[config.mk]
export PLATFORM = sky130hd
export DESIGN_NAME = ham_dec_pipe
export DESIGN_NICKNAME = d
export VERILOG_FILES = /design/src/rtl/ham_pkg.sv /design/src/rtl/ham_dec_pipe_if.sv /design/src/rtl/ham_dec_lane.sv /design/src/rtl/ham_dec_pipe.sv
export SDC_FILE = /design/constraint.sdc
export NUM_CORES = 1
export LEC_CHECK = 0
export BUFFER_PORTS_ARGS = -buffer_cell sky130_fd_sc_hd__buf_4
export CAP_MARGIN = 20
export CORE_MARGIN = 1.5
export CORE_UTILIZATION = 50
export CTS_BUF_LIST = sky130_fd_sc_hd__clkbuf_8
export DETAILED_ROUTE_END_ITERATION = 10
export GPL_ROUTABILITY_DRIVEN = 0
export PLACE_DENSITY_LB_ADDON = 0.05
export SYNTH_ARGS = -nofsm -noshare
export SYNTH_HDL_FRONTEND = slang
export SYNTH_SLANG_ARGS = --single-unit
[constraint.sdc]
create_clock -name i_clk -period 6.8 [get_ports i_clk]
set_clock_uncertainty 0.2 [all_clocks]
set_input_delay 0.68 -clock i_clk [delete_from_list [all_inputs] [get_ports i_clk]]
set_output_delay 0.68 -clock i_clk [all_outputs]
set_load 0.05 [all_outputs]
[src/rtl/ham_pkg.sv]
// rtl/ham_pkg.sv - shared Hamming SECDED types, defaults and layout helpers
//
// Contents:
//   DEF_DATA_BITS, DEF_CNT_W : default parameter values.
//   ham_status_e             : decode status (NONE/CORRECTED/DOUBLE/MULTI).
//   is_check_pos(pos)        : 1 when a 1-based position holds a check bit.
//   data_index(pos)          : data bit index stored at a 1-based data position.
//                              Also used by the encoder.
package ham_pkg;

  localparam int DEF_DATA_BITS = 8;
  localparam int DEF_CNT_W     = 16;

  typedef enum logic [1:0] {
    ST_NONE      = 2'b00,
    ST_CORRECTED = 2'b01,
    ST_DOUBLE    = 2'b10,
    ST_MULTI     = 2'b11
  } ham_status_e;

  // Check bits occupy the power-of-two positions.
  function automatic bit is_check_pos(input int pos);
    return (pos > 0) && ((pos & (pos - 1)) == 0);
  endfunction

  // Every check position below pos shifts the data index down by one.
  function automatic int data_index(input int pos);
    int n_chk;
    n_chk = 0;
    for (int k = 1; k <= pos; k = k * 2) n_chk++;
    return pos - n_chk - 1;
  endfunction

endpackage

[src/rtl/ham_dec_pipe_if.sv]
// rtl/ham_dec_pipe_if.sv - one decoder lane's stream and counter signals
//
// Signals:
//   in_data/in_valid/in_ready        : received word, upstream side.
//   out_data/out_status/out_err_pos  : decode result, downstream side.
//   out_valid/out_ready              : downstream handshake.
//   corr_cnt/uncorr_cnt              : saturating error counters.
// Modports:
//   master : the lane's user (drives in_*, out_ready).
//   slave  : the decoder lane.
interface ham_dec_pipe_if
  import ham_pkg::*;
#(
  parameter int DATA_BITS    = DEF_DATA_BITS,
  parameter int ENCODED_WORD = DEF_DATA_BITS + $clog2(DEF_DATA_BITS) + 1,
  parameter int CNT_W        = DEF_CNT_W
);
  localparam int POS_W = $clog2(ENCODED_WORD + 2);

  logic [ENCODED_WORD+1:1] in_data;
  logic                    in_valid;
  logic                    in_ready;
  logic [DATA_BITS-1:0]    out_data;
  logic [1:0]              out_status;
  logic [POS_W-1:0]        out_err_pos;
  logic                    out_valid;
  logic                    out_ready;
  logic [CNT_W-1:0]        corr_cnt;
  logic [CNT_W-1:0]        uncorr_cnt;

  modport master (
    output in_data, in_valid, out_ready,
    input  in_ready, out_data, out_status, out_err_pos, out_valid,
           corr_cnt, uncorr_cnt
  );

  modport slave (
    input  in_data, in_valid, out_ready,
    output in_ready, out_data, out_status, out_err_pos, out_valid,
           corr_cnt, uncorr_cnt
  );

endinterface

[src/rtl/ham_dec_lane.sv]
// rtl/ham_dec_lane.sv - single-lane 2-stage SECDED decoder with error counters
//
// Ports:
//   i_clk     : clock, rising edge.
//   i_rst     : asynchronous active-high reset.
//   i_clr_cnt : synchronous counter clear, wins over an increment.
//   bus       : lane stream and counters (ham_dec_pipe_if.slave).
module ham_dec_lane
  import ham_pkg::*;
#(
  parameter int DATA_BITS    = DEF_DATA_BITS,
  parameter int PARITY_BITS  = $clog2(DEF_DATA_BITS) + 1,
  parameter int ENCODED_WORD = DATA_BITS + PARITY_BITS,
  parameter int CNT_W        = DEF_CNT_W
) (
  input  logic            i_clk,
  input  logic            i_rst,
  input  logic            i_clr_cnt,
  ham_dec_pipe_if.slave   bus
);
  localparam int POS_W = $clog2(ENCODED_WORD + 2);
  localparam logic [PARITY_BITS-1:0] SYN_MAX = PARITY_BITS'(ENCODED_WORD);
  localparam logic [ENCODED_WORD:0]  BIT0    = {{ENCODED_WORD{1'b0}}, 1'b1};

  // Words are kept zero-based internally: bit i holds position i+1.
  logic [ENCODED_WORD:0]   w_in_word;
  logic [PARITY_BITS-1:0]  w_syn;
  logic                    w_par;
  logic                    w_advance;
  logic                    w_out_hs;
  logic [ENCODED_WORD:0]   w_fix_word;
  logic [DATA_BITS-1:0]    w_data;
  ham_status_e             w_status;
  logic [POS_W-1:0]        w_pos;

  logic                    r_s1_valid;
  logic [ENCODED_WORD:0]   r_s1_word;
  logic [PARITY_BITS-1:0]  r_s1_syn;
  logic                    r_s1_par;
  logic                    r_s2_valid;
  logic [DATA_BITS-1:0]    r_data;
  logic [1:0]              r_status;
  logic [POS_W-1:0]        r_pos;
  logic [CNT_W-1:0]        r_corr_cnt;
  logic [CNT_W-1:0]        r_uncorr_cnt;

  assign w_in_word = bus.in_data;
  // The whole lane moves together: both stages shift whenever stage 2 can drain.
  assign w_advance = !r_s2_valid || bus.out_ready;
  assign w_out_hs  = r_s2_valid && bus.out_ready;

  always_comb begin : syndrome
    logic [ENCODED_WORD:0] w_sh;
    w_syn = '0;
    w_sh  = '0;
    for (int p = 1; p <= ENCODED_WORD; p++) begin
      w_sh = w_in_word >> (p - 1);
      if (w_sh[0]) w_syn = w_syn ^ PARITY_BITS'(p);
    end
    w_par = ^w_in_word;
  end

  always_comb begin : classify
    logic [ENCODED_WORD:0] w_sh;
    w_fix_word = r_s1_word;
    w_status   = ST_NONE;
    w_pos      = '0;
    w_data     = '0;
    w_sh       = '0;
    if (r_s1_syn == '0) begin
      // Zero syndrome with odd parity: only the overall parity bit flipped.
      if (r_s1_par) begin
        w_status = ST_CORRECTED;
        w_pos    = POS_W'(ENCODED_WORD + 1);
      end
    end else if (!r_s1_par) begin
      w_status = ST_DOUBLE;
    end else if (r_s1_syn <= SYN_MAX) begin
      w_status   = ST_CORRECTED;
      w_pos      = POS_W'(r_s1_syn);
      w_fix_word = r_s1_word ^ (BIT0 << (r_s1_syn - 1'b1));
    end else begin
      // Syndrome points past the word: at least three bits flipped.
      w_status = ST_MULTI;
    end
    for (int p = 1; p <= ENCODED_WORD; p++) begin
      if (!is_check_pos(p)) begin
        w_sh   = w_fix_word >> (p - 1);
        w_data = w_data | (DATA_BITS'(w_sh[0]) << data_index(p));
      end
    end
  end

  always_ff @(posedge i_clk or posedge i_rst) begin
    if (i_rst) begin
      r_s1_valid <= 1'b0;
      r_s1_word  <= '0;
      r_s1_syn   <= '0;
      r_s1_par   <= 1'b0;
      r_s2_valid <= 1'b0;
      r_data     <= '0;
      r_status   <= '0;
      r_pos      <= '0;
    end else if (w_advance) begin
      r_s1_valid <= bus.in_valid;
      if (bus.in_valid) begin
        r_s1_word <= w_in_word;
        r_s1_syn  <= w_syn;
        r_s1_par  <= w_par;
      end
      r_s2_valid <= r_s1_valid;
      if (r_s1_valid) begin
        r_data   <= w_data;
        r_status <= w_status;
        r_pos    <= w_pos;
      end
    end
  end

  always_ff @(posedge i_clk or posedge i_rst) begin
    if (i_rst) begin
      r_corr_cnt   <= '0;
      r_uncorr_cnt <= '0;
    end else if (i_clr_cnt) begin
      r_corr_cnt   <= '0;
      r_uncorr_cnt <= '0;
    end else if (w_out_hs) begin
      if (r_status == ST_CORRECTED && r_corr_cnt != '1)
        r_corr_cnt <= r_corr_cnt + 1'b1;
      if ((r_status == ST_DOUBLE || r_status == ST_MULTI) && r_uncorr_cnt != '1)
        r_uncorr_cnt <= r_uncorr_cnt + 1'b1;
    end
  end

  assign bus.in_ready    = w_advance;
  assign bus.out_valid   = r_s2_valid;
  assign bus.out_data    = r_data;
  assign bus.out_status  = r_status;
  assign bus.out_err_pos = r_pos;
  assign bus.corr_cnt    = r_corr_cnt;
  assign bus.uncorr_cnt  = r_uncorr_cnt;

endmodule

[src/rtl/ham_dec_pipe.sv]
// rtl/ham_dec_pipe.sv - dual independent pipelined SECDED decoder lanes
//
// Ports (x = a or b, lanes fully independent):
//   i_clk, i_rst               : clock, asynchronous active-high reset.
//   i_data_x, i_valid_x        : received word and valid.
//   o_ready_x                  : lane accepts a word this cycle.
//   o_data_x, o_status_x       : corrected data and status code.
//   o_err_pos_x                : flipped bit position, 0 = none.
//   o_valid_x, i_ready_x       : output handshake.
//   o_corr_cnt_x, o_uncorr_cnt_x : saturating error counters.
//   i_clr_cnt                  : synchronous clear of all four counters.
module ham_dec_pipe
  import ham_pkg::*;
#(
  parameter int DATA_BITS    = DEF_DATA_BITS,
  parameter int PARITY_BITS  = $clog2(DATA_BITS) + 1,
  parameter int ENCODED_WORD = DATA_BITS + PARITY_BITS,
  parameter int CNT_W        = DEF_CNT_W
) (
  input  logic                               i_clk,
  input  logic                               i_rst,
  input  logic [ENCODED_WORD+1:1]            i_data_a,
  input  logic                               i_valid_a,
  output logic                               o_ready_a,
  output logic [DATA_BITS-1:0]               o_data_a,
  output logic [1:0]                         o_status_a,
  output logic [$clog2(ENCODED_WORD+2)-1:0]  o_err_pos_a,
  output logic                               o_valid_a,
  input  logic                               i_ready_a,
  output logic [CNT_W-1:0]                   o_corr_cnt_a,
  output logic [CNT_W-1:0]                   o_uncorr_cnt_a,
  input  logic [ENCODED_WORD+1:1]            i_data_b,
  input  logic                               i_valid_b,
  output logic                               o_ready_b,
  output logic [DATA_BITS-1:0]               o_data_b,
  output logic [1:0]                         o_status_b,
  output logic [$clog2(ENCODED_WORD+2)-1:0]  o_err_pos_b,
  output logic                               o_valid_b,
  input  logic                               i_ready_b,
  output logic [CNT_W-1:0]                   o_corr_cnt_b,
  output logic [CNT_W-1:0]                   o_uncorr_cnt_b,
  input  logic                               i_clr_cnt
);

  ham_dec_pipe_if #(.DATA_BITS(DATA_BITS), .ENCODED_WORD(ENCODED_WORD), .CNT_W(CNT_W)) u_bus_a ();
  ham_dec_pipe_if #(.DATA_BITS(DATA_BITS), .ENCODED_WORD(ENCODED_WORD), .CNT_W(CNT_W)) u_bus_b ();

  assign u_bus_a.in_data   = i_data_a;
  assign u_bus_a.in_valid  = i_valid_a;
  assign u_bus_a.out_ready = i_ready_a;
  assign o_ready_a         = u_bus_a.in_ready;
  assign o_data_a          = u_bus_a.out_data;
  assign o_status_a        = u_bus_a.out_status;
  assign o_err_pos_a       = u_bus_a.out_err_pos;
  assign o_valid_a         = u_bus_a.out_valid;
  assign o_corr_cnt_a      = u_bus_a.corr_cnt;
  assign o_uncorr_cnt_a    = u_bus_a.uncorr_cnt;

  assign u_bus_b.in_data   = i_data_b;
  assign u_bus_b.in_valid  = i_valid_b;
  assign u_bus_b.out_ready = i_ready_b;
  assign o_ready_b         = u_bus_b.in_ready;
  assign o_data_b          = u_bus_b.out_data;
  assign o_status_b        = u_bus_b.out_status;
  assign o_err_pos_b       = u_bus_b.out_err_pos;
  assign o_valid_b         = u_bus_b.out_valid;
  assign o_corr_cnt_b      = u_bus_b.corr_cnt;
  assign o_uncorr_cnt_b    = u_bus_b.uncorr_cnt;

  ham_dec_lane #(
    .DATA_BITS(DATA_BITS), .PARITY_BITS(PARITY_BITS),
    .ENCODED_WORD(ENCODED_WORD), .CNT_W(CNT_W)
  ) u_lane_a (
    .i_clk(i_clk), .i_rst(i_rst), .i_clr_cnt(i_clr_cnt), .bus(u_bus_a.slave)
  );

  ham_dec_lane #(
    .DATA_BITS(DATA_BITS), .PARITY_BITS(PARITY_BITS),
    .ENCODED_WORD(ENCODED_WORD), .CNT_W(CNT_W)
  ) u_lane_b (
    .i_clk(i_clk), .i_rst(i_rst), .i_clr_cnt(i_clr_cnt), .bus(u_bus_b.slave)
  );

endmodule

; Yosys cells after proc, flatten, opt, wreduce, memory -nomap -nowiden
; Cells that the tools add are included.
[op_classes]
n_addsub = 6
order_cmp = 2
eq_ne = 10
shift = 2
n_mux = 58
bitwise_logic = 38
reduce_logical = 30
[ops]
columns = operator, count
row1 = $mux W16, 12
row2 = $mux W12, 6
row3 = $mux W4, 18
row4 = $add A16 B1 Y16 const B, 4
row5 = $ne A16 B16 Y1 const B, 4
row6 = $reduce_xor A13 Y1, 2
row7 = $mux W3, 8
row8 = $not A2 Y2, 12
row9 = $shl A1 B4 Y12 const A, 2
row10 = $xor A12 B12 Y12, 2
row11 = $mux W2, 10
row12 = $or A8 B3 Y8, 2
row13 = $or A8 B4 Y8, 2
row14 = $or A8 B5 Y8, 2
row15 = $or A8 B6 Y8, 2
row16 = $or A8 B7 Y8, 2
row17 = $or A8 B8 Y8, 2
row18 = $reduce_and A2 Y1, 8
row19 = $not A3 Y3, 4
row20 = $reduce_bool A2 Y1, 6
row21 = $eq A2 B2 Y1 const B, 4
row22 = $le A4 B4 Y1 const B, 2
row23 = $logic_not A4 Y1, 2
row24 = $sub A4 B1 Y4 const B, 2
row25 = other kinds (7), 26
[word_totals]
reg_bits = 130
input_bits = 33
output_inout_bits = 96
word_cells = 166

; Logic depth before layout (Yosys ltp)
; Gate-level depths: netlist of run 1.
[depth]
word_depth = 20
ltp_mapped = 6
mapped_depth_nobuf = 6

; By module
; A second synthesis of run 1 with hierarchy kept.
[unflattened]
hier_cells = 662
hier_area_um2 = 6513.7
[by_module_without_submodules]
columns = module, instances, cells_each, area_each_um2, seq_area_each_um2
row1 = ham_dec_lane, 2, 331, 3256.9, 1526.5

; Worst setup path before layout of run 1
; No wires, ideal clock.
[synth_timing]
kind = input-to-reg
from = in i_ready_a
to = reg u_lane_a.r_s1_word[11]
setup_time_ps = 125
arrival_time_ps = 2192
required_time_ps = 6475
path_slack_ps = 4283
path_stages = 5
path_buffers = 2
cell_sequence = nand2b_1 > clkbuf_1 > nand2_1 > clkbuf_1 > mux2_2
[synth_via]
elab_chain_cells = 2
[synth_lines]
columns = item, line_no
row1 = start: declaration, ham_dec_pipe.sv:29  ; input logic i_ready_a,
row2 = $logic_or A1 B1 Y1, ham_dec_lane.sv:49  ; assign w_advance = !r_s2_valid || bus.out_ready;
row3 = via o_ready_a, ham_dec_pipe.sv:24  ; output logic o_ready_a,
row4 = $reduce_and A2 Y1 (no source line), n/a
row5 = end signal: assignment, ham_dec_lane.sv:107  ; r_s1_word <= w_in_word;
row6 = end: declaration, ham_dec_lane.sv:37  ; logic [ENCODED_WORD:0] r_s1_word;
; The timed path passes the listed nets, and every way through them passes these cells.
; A chain may end at the register's enable or synchronous reset.

; Worst setup path in the final report of run 1
[layout_timing]
from = reg u_lane_b.r_corr_cnt[0] (netlist: u_lane_b.bus.corr_cnt[0])
to = reg u_lane_b.r_corr_cnt[2] (netlist: u_lane_b.bus.corr_cnt[2])
[layout_via]
elab_chain_cells = 4
elab_cells_between_ends = 8
[layout_lines]
columns = item, line_no
row1 = start: declaration, ham_dec_lane.sv:44  ; logic [CNT_W-1:0] r_corr_cnt;
row2 = start signal: assignment, ham_dec_lane.sv:129  ; r_corr_cnt <= r_corr_cnt + 1'b1;
row3 = $add A16 B1 Y16 / $ne A16 B16 Y1 (equally long branches), "ham_dec_lane.sv:129, ham_dec_lane.sv:128"
row4 = $mux W16 / $logic_and A1 B1 Y1 (equally long branches), ham_dec_lane.sv:128  ; if (r_status == ST_CORRECTED && r_corr_cnt != '1)
row5 = $mux W16 / $reduce_bool A2 Y1 (equally long branches), n/a
row6 = $mux W16 / $reduce_and A2 Y1 (equally long branches), n/a
; Several ways; a longest one is shown, not always the timed one. The select of a mux whose other input is x is not followed.

==> results of run 1 <==
per-stage QoR:
stage | utilization, % | hold WS, ns | cell area, um2
2_1_floorplan | - | 0.2507 | 6272
3_3_place_gp | 60.72 | 0.2657 | 7355
3_5_place_dp | 60.72 | 0.2725 | 7355
4_1_cts | 64.76 | 0.1323 | 7844
5_1_grt | 64.76 | 0.1620 | 7844
6_report | 64.76 | 0.1186 | 7844
path summary, 6_finish.rpt:
check                                    startpoint                     endpoint  slack [ns]  cells past startpoint
hold reg to reg            u_lane_a.bus.out_data[7]     u_lane_a.bus.out_data[7]        0.28                      2
setup / recovery           u_lane_b.bus.corr_cnt[0]     u_lane_b.bus.corr_cnt[2]        4.44                      6
setup reg to reg           u_lane_b.bus.corr_cnt[0]     u_lane_b.bus.corr_cnt[2]        4.44                      6
min in group i_clk         u_lane_a.bus.out_data[7]     u_lane_a.bus.out_data[7]        0.28                      2
hold / removal                                i_rst        u_lane_a.r_s1_word[9]        0.12                      2
max in group asynchronous                     i_rst  u_lane_a.bus.uncorr_cnt[13]        4.94                      3
synth_stat cells, drive strengths merged (10+ instances only):
master  instances  share of area [%]
dfrtp         122                 49
nor2           87                5.2
xnor2          81                 11
nand2          66                3.9
o21ai          46                3.7
xor2           29                4.0
nand3          28                2.2
clkbuf         24                1.4
nand4          19                2.0
nor3           19                1.5
mux2           18                3.2
a21oi          15                1.2
and3           11                1.1
inv            11               0.66
nor4           10                1.2
power groups by stage:
stage / Clock, mW / Combinational (mW) / Sequential, mW
after floorplan: 0 / 0.290 / 1.18
final: 0.784 / 0.708 / 0.954
after global placement: 0 / 0.706 / 0.962
after global routing: 0.832 / 0.763 / 0.974
after CTS: 0.796 / 0.717 / 0.954
after detailed placement: 0 / 0.715 / 0.966
cell usage in the layout (no fill, tap or decap), types with 5 or more instances in the layout:
cell type and count:
and4_1 7, nor2_1 87, nor3_1 19, and3_1 11, nand4_1 18, mux2_2 18
nor4b_1 5, bufinv_16 5, o21ai_0 46, inv_1 11, nand2_1 66, nand3_1 28
xor2_1 29, dfrtp_1 122, buf_4 129, o211ai_1 7, nand2b_1 6, clkbuf_8 24
a21oi_1 15, nor4_1 8, xnor2_1 81
cell type report:
| cell class | count | area, um2 | share of cell area (%) |
|---|---|---|---|
| well taps | 168 | 210.2 | 2.680 |
| inverters | 11 | 43.79 | 0.5583 |
| clock buffers | 24 | 330.3 | 4.211 |
| flip-flops and latches | 122 | 3053 | 38.92 |
| clock inverters | 7 | 158.9 | 2.026 |
| multi-input cells | 493 | 3079 | 39.26 |
| repair buffers | 129 | 968.4 | 12.35 |
worst max-delay path, stage by stage (launching register included):
cell,delay [ns]
dfrtp_1,0.44
ha_1,0.23
nand4_1,0.28
nor4_2,0.66
nor3b_1,0.18
xnor2_1,0.18
nor2_1,0.06
cell families after synthesis:
family / after synthesis / synth area share (%)
simple gates: 280 / 22.04
xor+xnor: 110 / 15.36
fa+ha+maj: 5 / 0.9575
flops: 122 / 48.67
buf+inv: 37 / 2.234
mux: 20 / 3.551
compound gates: 78 / 7.181
metal layers:
| metal | global-route usage [%] | share of wire (%) |
|---|---|---|
| met3 | 4.902 | 4.8 |
| met5 | 0 | 0 |
| met1 | 29.24 | 46 |
| met2 | 34.80 | 48 |
| met4 | 8.395 | 1.3 |
sequential cells by signal, summed over array words and instances, names as in the netlist:
name	flops
u_lane_a.bus.corr_cnt	16
u_lane_a.bus.uncorr_cnt	16
u_lane_b.bus.corr_cnt	16
u_lane_b.bus.uncorr_cnt	16
u_lane_a.bus.out_data	8
u_lane_a.r_s1_word	8
u_lane_b.bus.out_data	8
u_lane_b.r_s1_word	8
u_lane_a.bus.out_err_pos	4
u_lane_a.r_s1_syn	4
u_lane_b.bus.out_err_pos	4
u_lane_b.r_s1_syn	4
u_lane_a.bus.out_status	2
u_lane_b.bus.out_status	2
u_lane_a.bus.out_valid	1
u_lane_a.r_s1_par	1
u_lane_a.r_s1_valid	1
u_lane_b.bus.out_valid	1
u_lane_b.r_s1_par	1
u_lane_b.r_s1_valid	1
==> flow_summary.ini, run 1 <==
[yosys]
synth_seq_area_share_pct = 48.67
yosys_warnings = 0
syn_area_um2 = 6272
synth_seq_cells = 122
synth_edf_count = 0
ys.flop_type = dfrtp_1
synth_nets = 689
synth_cells = 652
synthDistinctLibCells = 45
postSynthAreaPerCell_um2 = 9.620
synthArstFlopShare_pct = 100.0

[floorplanning]
start_util_pct = 51.79
rows = 40
fp.dieH_um = 115
io_pins = 129
core_um2 = 12110
fp.dieArea_um2 = 13230
die_w_um = 115

[clock_network]
path_clk_slew_ns = 0.07
clockRootBuffer = clkbuf_8
htreeDepth = 4
post_cts_resized = 0
cts_hold_buf = 0
cts-buffers-inserted = 17
clk_latency_ns = 0.44
clockBufferDepth = 2
cts_setup_buffers = 0
cts_sinks = 122
cts_tree = built

[power_and_ir_drop]
vdd_drop_max_uv = 228.7
seq_power_share_pct = 39.0
switching_share_pct = 35.31
p_per_area_nw_per_um2 = 311.9
power_frac_comb_pct = 29.0
p_leak_nw = 3.437
intPower_mw = 1.582
clock_power_share_pct = 32.1
design_power_total_mw = 2.446
switchingPower_uw = 863.8

[sta]
final_max_slew_viol_count = 0
tns_ns = 0
timing_hold_violations_final = 0
slew-limit-headroom_pct = 39.35
final.setup.worst_slack_ns = 4.435
fin_crit_sh_pct = 34.78
rsz0062_at_grt = no
tightestPinTransition_ns = 0.9014
fmax_mhz = 422.8
setup_violations = 0
min_period_ns = 2.365

[worst_setup_path]
crit_fanout = 9
path_class = flop to flop
critical_path_required_ns = 6.90
worstSetupStartpointType = flop
cp-end-kind = flop
crit_arrival_ns = 2.47

[routing]
drt_first_pass_iters = 5
ant_nets = 0
drt_iter0_drc = 340
wl_per_cell_um = 14.20
avgViaCountPerCell = 5.260
num_vias = 5018
route.detailed.drc = 0
drt_wl_total_mm = 13.55

[layout]
area_delta_synth_final_pct = 25.05
finalNetCount = 811
diodes = 0
fin_cells = 954
final_layout_size_suffix_gt1_share_pct = 24.05
nFillCells = 1007

[global_route]
grt_pass1_wl_mm = 22.69
antenna_found_initial = 0
grt_max_degree = 73
grt_pass1_vias = 4666
grt_use_total_pct = 21.83
overflow = 0

[placed_design]
place_worst_setup_slack_ns = 4.207
dp_hpwl_mm = 9.502
dp_cells = 923
port_buffers = 128

[run]
maxCapViolCount = 0

[worst_hold_path]
hp-class = input port to async pin

[outcome]
status = finished clean
Power figures use the tool's default switching activity.
==> run 2, diff against run 1 <==
==> constraint.sdc (replaced) <==
create_clock -name i_clk -period 2.1 [get_ports i_clk]
set_clock_uncertainty 0.2 [all_clocks]
set_input_delay 0.21 -clock i_clk [delete_from_list [all_inputs] [get_ports i_clk]]
set_output_delay 0.21 -clock i_clk [all_outputs]
set_load 0.05 [all_outputs]
==> run 2 against run 1 <==
Against the previous run:
- sequential share of layout area fell by 1.3 points
- die area is the same
- global-route usage up 0.62 points
- highest routed layer unchanged
==> flow_summary.ini, run 2 (synthesized netlist as in run 1, its figures left out) <==
[layout]
finalNetCount = 846
fin_cells = 990
final_common_cell = buf_4
area_delta_synth_final_pct = 31.10
final_layout_size_suffix_gt1_share_pct = 29.44
mostFrequentLayoutCells = buf_4, dfrtp_1, nor2_1
fin_area_um2 = 8223
diodes = 0

[worst_setup_path]
cp-end-kind = flop
crit_arrival_ns = 2.13
worstSetupStartpointType = flop
path_class = flop to flop
critical_path_required_ns = 2.25
crit_fanout = 5

[clock_network]
clockBufferDepth = 2
cts_sinks = 122
path_clk_slew_ns = 0.07
cts_tree = built
htreeDepth = 4
clockRootBuffer = clkbuf_8
clk_latency_ns = 0.44
cts-buffers-inserted = 17

[sta]
setup_violations = 0
final_max_slew_viol_count = 0
slew-limit-headroom_pct = 55.15
fin_crit_sh_pct = 94.14
fmax_mhz = 505.8
timing_hold_violations_final = 0
final.setup.worst_slack_ns = 0.1231
tightestPinTransition_ns = 0.6728
tns_ns = 0
min_period_ns = 1.977

[floorplanning]
fp.dieH_um = 115
die_w_um = 115
core_um2 = 12110
io_pins = 129
fp.dieArea_um2 = 13230
start_util_pct = 51.79
rows = 40

[global_route]
grt_use_total_pct = 22.45
overflow = 0
grt_pass1_wl_mm = 23.31
antenna_found_initial = 0
grt_pass1_vias = 4922
grt_max_degree = 82

[placed_design]
dp_cells = 937
place_worst_setup_slack_ns = 0.02035
dp_hpwl_mm = 9.814
port_buffers = 128
place_area_um2 = 7551

[routing]
avgViaCountPerCell = 5.182
drt_iter0_drc = 352
route.detailed.drc = 0
drt_wl_total_mm = 14.08
num_vias = 5130
drt_first_pass_iters = 4
ant_nets = 0
wl_per_cell_um = 14.22

[power_and_ir_drop]
p_per_area_nw_per_um2 = 945.7
vdd_drop_max_uv = 660.3
p_leak_nw = 3.571

[run]
maxCapViolCount = 0

[worst_hold_path]
hp-class = input port to flop

[outcome]
status = finished clean
==> run 2: cell count changes in the layout (fill, tap and decap cells not counted), sizes merged <==
cell and change:
inv +3, clkinv +3, dlygate4sd3 +19, clkbuf -6
clkinvlp +1, buf +16
==> run 2: timing repair <==
item / 4_1_cts / 5_1_grt
setup endpoints to repair: 0 / 18
buffers inserted: 0 / 2
hold buffers: 19 / 0
hold endpoints to repair: 144 / 0
gates resized for setup: 0 / 5
==> run 2: critical path: stages (launching register included) <==
cell,delay [ns]
dfrtp_2,0.43
nand4b_1,0.21
or4_4,0.58
or3_1,0.32
a21oi_1,0.16
==> run 2: area by class of cell <==
type / instances / area, um2
fill: 977 / 3889
multi-input combinational: 493 / 3134
sequential: 122 / 3093
timing repair buffer: 164 / 1304
clock buffer: 18 / 247.7
tap: 168 / 210.2
clock inverter: 14 / 188.9
inverter: 11 / 45.04
==> run 2: metal layers <==
metal  track usage, %  vias up  part of all wire (%)
met5                0        -                     0
met3            5.588       15                   4.8
li1                 -     2558                     -
met1            29.40     2449                    46
met4            7.325        0                   1.0
met2            36.79      108                    48
==> run 2: worst paths after layout <==
kind                                       startpoint                        to  slack [ns]  cells after the start
max                        u_lane_b.bus.out_status[1]  u_lane_b.bus.corr_cnt[9]        0.12                      4
min                                         i_valid_b       u_lane_b.r_s1_valid        0.04                      3
max reg2reg                u_lane_b.bus.out_status[1]  u_lane_b.bus.corr_cnt[9]        0.12                      4
min reg2reg                  u_lane_b.bus.out_data[0]  u_lane_b.bus.out_data[0]        0.29                      2
max in group asynchronous                       i_rst  u_lane_a.bus.corr_cnt[3]        0.99                      4
min in group asynchronous                       i_rst  u_lane_b.bus.out_data[1]        0.27                      4
==> run 2: report_power, final <==
part           internal (mW)  switching [mW]  leakage [nW]
logic                  0.840            1.53          1.78
clock network           1.41           0.894         0.242
registers               2.72           0.373          1.55
total                   4.97            2.80          3.57
==> run 2: metrics by stage <==
stage	utilization, %	total power, mW	hold WS (ns)
after floorplan	-	4.762	0.1606
after global placement	62.34	5.453	0.1760
after detailed placement	62.34	5.495	0.1849
after CTS	67.52	7.851	0.02914
after global routing	67.89	8.170	0.08161
final	67.89	7.776	0.03589
==> run 3, diff against run 2 <==
--- a/config.mk
+++ b/config.mk
@@ -12,7 +12,7 @@
 export CTS_BUF_LIST = sky130_fd_sc_hd__clkbuf_8
 export DETAILED_ROUTE_END_ITERATION = 10
 export GPL_ROUTABILITY_DRIVEN = 0
-export PLACE_DENSITY_LB_ADDON = 0.05
+export PLACE_DENSITY = 0.77
 export SYNTH_ARGS = -nofsm -noshare
 export SYNTH_HDL_FRONTEND = slang
 export SYNTH_SLANG_ARGS = --single-unit
==> run 3 against run 2 <==
Against the previous run:
- die area unchanged
- count of clock-buffer cells in the layout grew 5
- worst setup slack worse by 0.013 ns
- design area up 0.72%
- non-clock buffer count is 2 higher
- sequential share of layout area is 0.27 points lower
- wire length is 1.2% higher
- register-to-register slack is essentially flat
- cell count grew 0.20%
- highest routed layer unchanged
==> flow_summary.ini, run 3 (synthesized netlist as in run 1, its figures left out) <==
[power_and_ir_drop]
intPower_mw = 5.155
switchingPower_mw = 2.831
p_leak_nw = 3.587
vdd_drop_max_uv = 848.0
switching_share_pct = 35.45
seq_power_share_pct = 38.6
p_per_area_nw_per_um2 = 964.3
clock_power_share_pct = 31.2
power_frac_comb_pct = 30.1

[clock_network]
cts_sinks = 122
cts-buffers-inserted = 17
clockBufferDepth = 2
clk_latency_ns = 0.44
path_clk_slew_ns = 0.07
clockRootBuffer = clkbuf_8
htreeDepth = 4
cts_tree = built

[global_route]
grt_pass1_wl_mm = 23.49
grt_max_degree = 70
grt_pass1_vias = 4966
overflow = 0
grt_use_total_pct = 22.48
antenna_found_initial = 0

[sta]
fin_crit_sh_pct = 94.77
slew-limit-headroom_pct = 55.45
timing_hold_violations_final = 0
tightestPinTransition_ns = 0.6683
holdWs_ns = 0.06466
rsz0062_at_grt = yes
fmax_mhz = 502.5
min_period_ns = 1.990
setup_violations = 0
final_max_slew_viol_count = 0

[layout]
final_layout_size_suffix_gt1_share_pct = 29.85
regArea_um2 = 3093
mostFrequentLayoutCells = buf_4, dfrtp_1, nor2_1
fin_area_um2 = 8282
nFillCells = 949
diodes = 0
finalNetCount = 848
fin_cells = 992
final_common_cell = buf_4
area_delta_synth_final_pct = 32.04
multi_input_area_um2 = 3141

[worst_hold_path]
worst_hold_path.endpoint = u_lane_a.r_s1_valid
hold_start = i_valid_a
hold_path_depth = 3
hp-class = input port to flop

[worst_setup_path]
crit_fanout = 6
regToRegStartpoint = u_lane_a.bus.uncorr_cnt[5]
reg2regPathDepth = 5
critical_path_required_ns = 2.19
worstSetupStartpointType = flop
r2r_setup_slack_ns = 0.11
crit_arrival_ns = 2.08
cp-end-kind = flop
path_class = flop to flop
timing.rr.end = u_lane_a.bus.uncorr_cnt[15]

[routing]
drt_first_pass_iters = 4
avgViaCountPerCell = 5.258
ant_nets = 0
wl_per_cell_um = 14.36
drt_iter0_drc = 309
route.detailed.drc = 0
drt_wl_total_mm = 14.25
num_vias = 5216

[placed_design]
dp_hpwl_mm = 9.879
dp_cells = 938
place_area_um2 = 7546
port_buffers = 128

[outcome]
status = finished clean

[floorplanning]
fp.dieArea_um2 = 13230
io_pins = 129
core_um2 = 12110
rows = 40
die_w_um = 115
fp.dieH_um = 115
start_util_pct = 51.79

[run]
maxCapViolCount = 0
==> run 3: changes by cell type in the layout (fill, tap and decap cells not counted), sizes merged <==
cell,before,now
clkbuf,18,23
clkinv,4,1
inv,15,13
buf,145,147
==> run 3: worst max-delay path by stage <==
stage,startpoint,to,slack [ns]
after CTS,u_lane_b.bus.corr_cnt[0],u_lane_b.bus.corr_cnt[7],0.07
final,u_lane_a.bus.uncorr_cnt[5],u_lane_a.bus.uncorr_cnt[15],0.11
after global routing,u_lane_b.bus.corr_cnt[0],u_lane_b.bus.corr_cnt[11],-0.01
after floorplan,u_lane_b.bus.corr_cnt[9],u_lane_b.bus.corr_cnt[6],-0.003
after global placement,u_lane_b.bus.corr_cnt[0],u_lane_b.bus.corr_cnt[6],0.17
after detailed placement,u_lane_b.bus.corr_cnt[0],u_lane_b.bus.corr_cnt[4],0.08
==> run 3: worst max-delay path, cell delays in order (launching register included) <==
cell and delay, ns:
dfrtp_2 0.41, nand4_2 0.21, or4_4 0.57, nor4_2 0.26
xnor2_1 0.15, nor2_1 0.05
==> run 3: layout make-up <==
type	count	share of cell area (%)
multi-input cells	493	37.92
flip-flops and latches	122	37.35
repair buffers	166	15.82
clock buffers	23	3.822
well taps	168	2.538
clock inverters	9	2.009
inverters	11	0.5439
==> run 3: metrics by stage <==
step | total power [mW] | setup slack, ns | utilization [%] | TNS, ns
2_1_floorplan | 4.762 | -0.002897 | - | -0.002897
3_3_place_gp | 5.437 | 0.1701 | 62.30 | 0
3_5_place_dp | 5.505 | 0.07536 | 62.30 | 0
4_1_cts | 8.049 | 0.06789 | 67.86 | 0
5_1_grt | 8.366 | -0.009585 | 68.38 | -0.01184
6_report | 7.986 | 0.1098 | 68.38 | 0
==> run 3: repair_timing <==
action,CTS,global route
endpoints found under the hold margin,143,0
hold buffers,19,0
setup endpoints to repair,0,15
buffers inserted,0,3
gates resized for setup,0,7
==> run 3: power by group through the flow <==
stage,Combinational (mW),Sequential [mW],Clock (mW)
floorplan,0.943,3.82,0
global placement,2.34,3.10,0
detailed placement,2.38,3.12,0
CTS,2.42,3.08,2.55
global route,2.58,3.15,2.64
finish,2.41,3.09,2.49
==> run 3: metal layers <==
metal,track usage (%),share of wire (%),up-vias
met5,0,0,-
met4,8.807,1.4,0
met3,4.639,4.0,17
met2,37.62,50,143
met1,28.78,44,2502
li1,-,-,2554
